[config.mk]
export PLATFORM = sky130hd
export DESIGN_NAME = operand_feeder
export DESIGN_NICKNAME = d
export VERILOG_FILES = /design/src/rtl/feeder_pkg.sv /design/src/rtl/operand_slot.sv /design/src/rtl/operand_feeder.sv
export SDC_FILE = /design/constraint.sdc
export NUM_CORES = 1
export LEC_CHECK = 0
export ABC_AREA = 1
export ABC_CLOCK_PERIOD_IN_PS = 1580
export CELL_PAD_IN_SITES_DETAIL_PLACEMENT = 1
export CELL_PAD_IN_SITES_GLOBAL_PLACEMENT = 1
export CORE_ASPECT_RATIO = 0.5
export CORE_MARGIN = 2
export CORE_UTILIZATION = 30
export CTS_BUF_LIST = sky130_fd_sc_hd__clkbuf_4
export CTS_CLUSTER_DIAMETER = 100
export DETAILED_ROUTE_END_ITERATION = 8
export MAX_ROUTING_LAYER = met4
export PLACE_DENSITY = 0.64
export REMOVE_ABC_BUFFERS = 1
export SLEW_MARGIN = 10
export SYNTH_ARGS = -nofsm -noshare
export SYNTH_HDL_FRONTEND = slang
export SYNTH_HIERARCHICAL = 1
export SYNTH_SLANG_ARGS = --single-unit
[constraint.sdc]
create_clock -name i_clk -period 1.58 [get_ports i_clk]
set_input_delay 0.316 -clock i_clk [delete_from_list [all_inputs] [get_ports i_clk]]
set_output_delay 0.316 -clock i_clk [all_outputs]
set_load 0.1 [all_outputs]
[src/rtl/feeder_pkg.sv]
// Shared definitions for the operand feeder and the controller/datapath operand map.
package feeder_pkg;

  localparam int DATA_W_DEF  = 8;
  localparam int NUM_OPS_DEF = 7;
  localparam int CNT_W_DEF   = 16;

  typedef enum logic [1:0] {
    IDLE   = 2'd0,
    LAUNCH = 2'd1,
    BUSY   = 2'd2
  } issue_state_t;

  // Width needed to index n words; never narrower than one bit.
  function automatic int idx_width(input int n);
    return (n > 1) ? $clog2(n) : 1;
  endfunction

endpackage

[src/rtl/operand_slot.sv]
// One frame buffer: NUM_OPS words of DATA_W bits, written one word at a time, read as a flat bus.
module operand_slot
  import feeder_pkg::*;
#(
  parameter  int DATA_W  = DATA_W_DEF,
  parameter  int NUM_OPS = NUM_OPS_DEF,
  localparam int IDX_W   = idx_width(NUM_OPS)
) (
  input  logic                        i_clk,
  input  logic                        i_rst_n,
  input  logic                        i_we,
  input  logic [IDX_W-1:0]            i_idx,
  input  logic [DATA_W-1:0]           i_data,
  output logic [NUM_OPS*DATA_W-1:0]   o_words
);

  logic [DATA_W-1:0] r_words [NUM_OPS];

  // Store the incoming word at the selected index; the bank clears on reset.
  always_ff @(posedge i_clk or negedge i_rst_n) begin
    if (!i_rst_n) begin
      for (int i = 0; i < NUM_OPS; i++) r_words[i] <= '0;
    end else if (i_we) begin
      r_words[i_idx] <= i_data;
    end
  end

  for (genvar g = 0; g < NUM_OPS; g++) begin : g_flat
    assign o_words[g*DATA_W +: DATA_W] = r_words[g];
  end

endmodule

[src/rtl/operand_feeder.sv]
// Assembles serial operand words into frames, double-buffers them and launches one job per frame.
module operand_feeder
  import feeder_pkg::*;
#(
  parameter int DATA_W  = DATA_W_DEF,
  parameter int NUM_OPS = NUM_OPS_DEF,
  parameter int CNT_W   = CNT_W_DEF
) (
  input  logic                        i_clk,
  input  logic                        i_rst_n,
  input  logic                        i_in_valid,
  input  logic [DATA_W-1:0]           i_in_data,
  input  logic                        i_in_last,
  output logic                        o_in_ready,
  input  logic                        i_op_ready,
  input  logic                        i_done_next,
  output logic                        o_start,
  output logic [NUM_OPS*DATA_W-1:0]   o_operands,
  output logic                        o_busy,
  output logic                        o_frame_err,
  output logic [CNT_W-1:0]            o_jobs_done
);

  localparam int               IDX_W    = idx_width(NUM_OPS);
  localparam logic [IDX_W-1:0] LAST_IDX = IDX_W'(NUM_OPS - 1);

  logic [1:0]       r_full;
  logic             r_wp;
  logic             r_rp;
  logic [IDX_W-1:0] r_cnt;
  issue_state_t     r_state;
  logic             r_start;
  logic             r_busy;
  logic             r_frame_err;
  logic [CNT_W-1:0] r_jobs;

  logic                      w_in_ready;
  logic                      w_accept;
  logic                      w_at_last;
  logic                      w_frame_ok;
  logic                      w_frame_bad;
  logic                      w_done;
  logic [1:0]                w_set;
  logic [1:0]                w_clr;
  logic [NUM_OPS*DATA_W-1:0] w_slot0_words;
  logic [NUM_OPS*DATA_W-1:0] w_slot1_words;

  // The write slot only takes words while it is empty, so a full slot is never overwritten.
  assign w_in_ready  = ~r_full[r_wp];
  assign w_accept    = i_in_valid & w_in_ready;
  assign w_at_last   = (r_cnt == LAST_IDX);
  assign w_frame_ok  = w_accept & w_at_last & i_in_last;
  assign w_frame_bad = w_accept & (w_at_last ^ i_in_last);
  assign w_done      = (r_state == BUSY) & i_done_next;
  assign w_set       = {w_frame_ok & r_wp, w_frame_ok & ~r_wp};
  assign w_clr       = {w_done & r_rp, w_done & ~r_rp};

  operand_slot #(.DATA_W(DATA_W), .NUM_OPS(NUM_OPS)) u_slot0 (
    .i_clk   (i_clk),
    .i_rst_n (i_rst_n),
    .i_we    (w_accept & ~r_wp),
    .i_idx   (r_cnt),
    .i_data  (i_in_data),
    .o_words (w_slot0_words)
  );

  operand_slot #(.DATA_W(DATA_W), .NUM_OPS(NUM_OPS)) u_slot1 (
    .i_clk   (i_clk),
    .i_rst_n (i_rst_n),
    .i_we    (w_accept & r_wp),
    .i_idx   (r_cnt),
    .i_data  (i_in_data),
    .o_words (w_slot1_words)
  );

  // Word counter and write pointer: a good frame moves to the other slot, a malformed one restarts in place.
  always_ff @(posedge i_clk or negedge i_rst_n) begin
    if (!i_rst_n) begin
      r_cnt       <= '0;
      r_wp        <= 1'b0;
      r_frame_err <= 1'b0;
    end else begin
      r_frame_err <= w_frame_bad;
      if (w_accept) begin
        if (w_at_last || i_in_last) r_cnt <= '0;
        else                        r_cnt <= r_cnt + 1'b1;
      end
      if (w_frame_ok) r_wp <= ~r_wp;
    end
  end

  // Full flags; a frame landing and a job retiring in the same cycle always hit different slots.
  always_ff @(posedge i_clk or negedge i_rst_n) begin
    if (!i_rst_n) r_full <= '0;
    else          r_full <= (r_full & ~w_clr) | w_set;
  end

  // Issue FSM: launch the oldest full frame, hold it until the controller reports completion.
  always_ff @(posedge i_clk or negedge i_rst_n) begin
    if (!i_rst_n) begin
      r_state <= IDLE;
      r_start <= 1'b0;
      r_busy  <= 1'b0;
      r_rp    <= 1'b0;
      r_jobs  <= '0;
    end else begin
      case (r_state)
        IDLE: begin
          if (r_full[r_rp] && i_op_ready) begin
            r_state <= LAUNCH;
            r_start <= 1'b1;
          end
        end
        LAUNCH: begin
          r_start <= 1'b0;
          r_busy  <= 1'b1;
          r_state <= BUSY;
        end
        BUSY: begin
          if (w_done) begin
            r_busy  <= 1'b0;
            r_rp    <= ~r_rp;
            r_state <= IDLE;
            if (r_jobs != '1) r_jobs <= r_jobs + 1'b1;
          end
        end
        default: begin
          r_state <= IDLE;
          r_start <= 1'b0;
          r_busy  <= 1'b0;
        end
      endcase
    end
  end

  // in_ready is forced low while reset is held so every output reads zero during reset.
  assign o_in_ready  = i_rst_n & w_in_ready;
  assign o_start     = r_start;
  assign o_busy      = r_busy;
  assign o_frame_err = r_frame_err;
  assign o_jobs_done = r_jobs;
  assign o_operands  = r_rp ? w_slot1_words : w_slot0_words;

endmodule

==> flow_metrics.tcl, run 1 <==
set metrics [dict create \
    fmax_mhz 478 \
    grt_pass1_wl_um 37200 \
    antenna_found_initial 0 \
    synth-xor-area-share_pct 0.913 \
    p_comb_share_pct 57.2 \
    antenna_left 0 \
    dp_hpwl_um 14400 \
    power_density_nw_per_um2 1640 \
    holdCritPathClass "input pin to asynchronous set/reset pin" \
    synth_mux_area_share_pct 0.149 \
    fin_nets 1105 \
    dieHeight_um 110 \
    fin_tns_setup_ns -46.66 \
    drt-total-wl_um 25000 \
    avgSynthCellArea_um2 7.57 \
    drv_cap 0 \
    fin_ws_ns -0.510 \
    relSlewSlack_pct 38.5 \
    cts-root-buf "clkbuf_4" \
    setup_viol 174 \
    cp_slowest_stage_delay_ns 0.47 \
    ys_seq_area_share_pct 52.2 \
    num_vias 6732 \
    fin_util_pct 52.6 \
    drive_gt1_share_pct 41.5 \
    yosys_most_used_dff "dfrtp_1" \
    cts_buffer_depth 2 \
    first_global_vias 7015 \
    switching_share_pct 48.6 \
    synth_top_family_by_area "simple AND/OR/NAND/NOR gates" \
    finClkSkew_ns 0.0189 \
    clk_pin_slew_worst_paths_ns 0.13 \
    cts.sinks 140 \
    die_area_um2 23700 \
    regArea_um2 3520 \
    dr.first_iter.drc_count 298 \
    min_period_ns 2.09 \
    netlist_area_um2 6710 \
    synthAdderAreaFrac_pct 0.745 \
    internal-power_mw 9.71 \
    place_inst 1316 \
    clkLatencyLatePin_ns 0.58 \
    rows 38 \
    multi_input_area_um2 3930 \
    critical_path.top_delay_family "buffers and inverters" \
    synth_edf_count 0 \
    hold_viol_final 0 \
    core-area_um2 21800 \
    syn2layout_area_growth_pct 71.0 \
    critical_path_class "flip-flop to output port" \
    ys_seq_elements 140 \
    grt.total_usage_pct 21.0 \
    crit_slowest_cell "dfrtp_2" \
    vias_per_cell 4.81 \
    p_total_mw 18.9 \
    nFillCells 2468 \
    layout_commonest_cell "nand2_1" \
    drc 0 \
    crit_arrival_ns 1.77 \
    layout_common_cells "nand2_1 (390), dfrtp_1 (128), buf_12 (104)" \
    dr.pass1.iters 7 \
    path_buf_inv 3 \
    place.port_buffers 89 \
    cts_tree "built" \
    status "finished, violations left" \
    clkPwrFrac_pct 15.5 \
    worst_pin_slew_ns 0.923 \
    routedWlPerCell_um 17.9 \
    start_util_pct 30.8 \
    final_cells 1400 \
    async_flop_share_pct 100 \
    htree_levels 4 \
    grt_overflow 0 \
    yosys.area_share.simple_pct 42.0 \
    synth_cells 887 \
    vdd_ir_drop_max_mv 0.865 \
    cp.required_ns 1.26 \
    top_level_ports 90 \
    ys_warn_count 6 \
    ys_types 24 \
    p_leak_nw 5.65 \
    violations "negative setup slack" \
    gp_congestion 0.790 \
    seqPwrFrac_pct 27.3 \
    slew_viol_final 0 \
    grt_setup_unrepaired "true" \
    dpl_cell_area_um2 9340 \
    p_switching_mw 9.17 \
    antenna_cells 0 \
    dp_slack_ns -0.493 \
    worstPathCellList "buf_6, clkbuf_16, nand2_1, nand2_4, buf_12" \
    cp-start-kind "flip-flop" \
    worst_setup_path_end_kind "output port" \
    fp.dieW_um 216 \
    final_area_um2 11500 \
    period_share_pct 132 \
    synth_compound_area_share_pct 0.708 \
    path_max_fanout 7 \
    grt_max_degree 141 \
    cts_buffers 17 \
    timing.hold.ws_ns 0.342 \
]
cell families (layout without fill, tap and decap cells):
kind of cell,Yosys count,after routing
compound gates,9,9
simple gates,673,673
mux,1,1
buf+inv,53,266
fa+ha+maj,4,4
flops,140,140
xor+xnor,7,7
worst reg2reg max path: cells and delay by family (launching register included):
kind | cells | cell delay [ns]
AND/OR/NAND/NOR | 7 | 0.72
flip-flops | 1 | 0.43
buffers and inverters | 6 | 0.61
power groups by stage:
stage	clock network [mW]	logic (mW)	registers, mW
after floorplan	0	5.21	5.26
after global placement	0	9.14	5.02
after detailed placement	0	9.27	5.04
after CTS	2.96	10.1	5.04
after global routing	3.13	11.3	5.25
final	2.92	10.8	5.15
cells in the mapped netlist (4+ instances only):
cell type,count,area share [%]
inv_2,9,0.50
ha_1,4,0.75
nor2_4,13,2.2
nand2_4,8,1.3
nand3_1,76,5.7
nand2_2,4,0.37
dfrtp_1,140,52
xor2_1,4,0.52
nand2_1,537,30
buf_2,8,0.60
inv_1,22,1.2
clkbuf_1,10,0.56
nor2_1,26,1.5
o21ai_0,8,0.60
nand3b_1,5,0.56
worst paths after layout:
| check | startpoint | to | slack, ns | cells past startpoint |
|---|---|---|---|---|
| max | r_rp$_DFFE_PN0P_ | o_operands[52] | -0.51 | 5 |
| min | i_rst_n | r_state[0]$_DFFE_PN0P_ | 0.34 | 3 |
| max reg2reg | r_wp$_DFFE_PN0N_ | u_slot1/o_words[18]$_DFFE_PN0P_ | -0.28 | 13 |
| min reg2reg | u_slot0/o_words[5]$_DFFE_PN0P_ | u_slot0/o_words[5]$_DFFE_PN0P_ | 0.49 | 2 |
| max in group asynchronous | i_rst_n | u_slot0/o_words[27]$_DFFE_PN0P_ | 0.45 | 3 |
| min in group i_clk | i_op_ready | r_state[0]$_DFFE_PN0P_ | 0.35 | 3 |
flip-flops by register name (all words and copies together) (netlist names):
register,flops
r_wp,1
o_busy,1
r_rp,1
r_cnt,3
o_start,1
o_jobs_done,16
u_slot0/o_words,56
r_full,2
r_state,2
u_slot1/o_words,56
o_frame_err,1
routing by layer:
metal	GRT usage, %	share of wire [%]	vias up
met5	-	0	-
met4	5.76	1.8	0
met3	4.51	4.4	38
met2	35.4	49	127
met1	25.8	44	3417
li1	-	-	3150
layout make-up:
cell class | count | share of cell area (%)
Clock buffer | 17 | 1.11
Clock inverter | 15 | 1.90
Inverter | 31 | 1.44
Multi-Input combinational cell | 694 | 34.2
Sequential cell | 140 | 30.6
Tap cell | 300 | 3.27
Timing Repair Buffer | 203 | 27.4
repair_timing:
| item | in CTS | in global routing |
|---|---|---|
| setup endpoints to repair | 186 | 196 |
| hold buffers | 1 | 0 |
| pin swaps | 15 | 68 |
| cloned | 5 | 6 |
| buffers inserted | 30 | 21 |
| hold endpoints to repair | 140 | 0 |
| resized for setup | 134 | 208 |
No activity file was read; power rests on OpenSTA's default activity.
==> inputs of run 2 (changes only) <==
Settings changed: CTS_CLUSTER_DIAMETER 100 to 150.
==> results of run 2 <==
The final DEF is identical to that of run 1; final timing and power are the same.
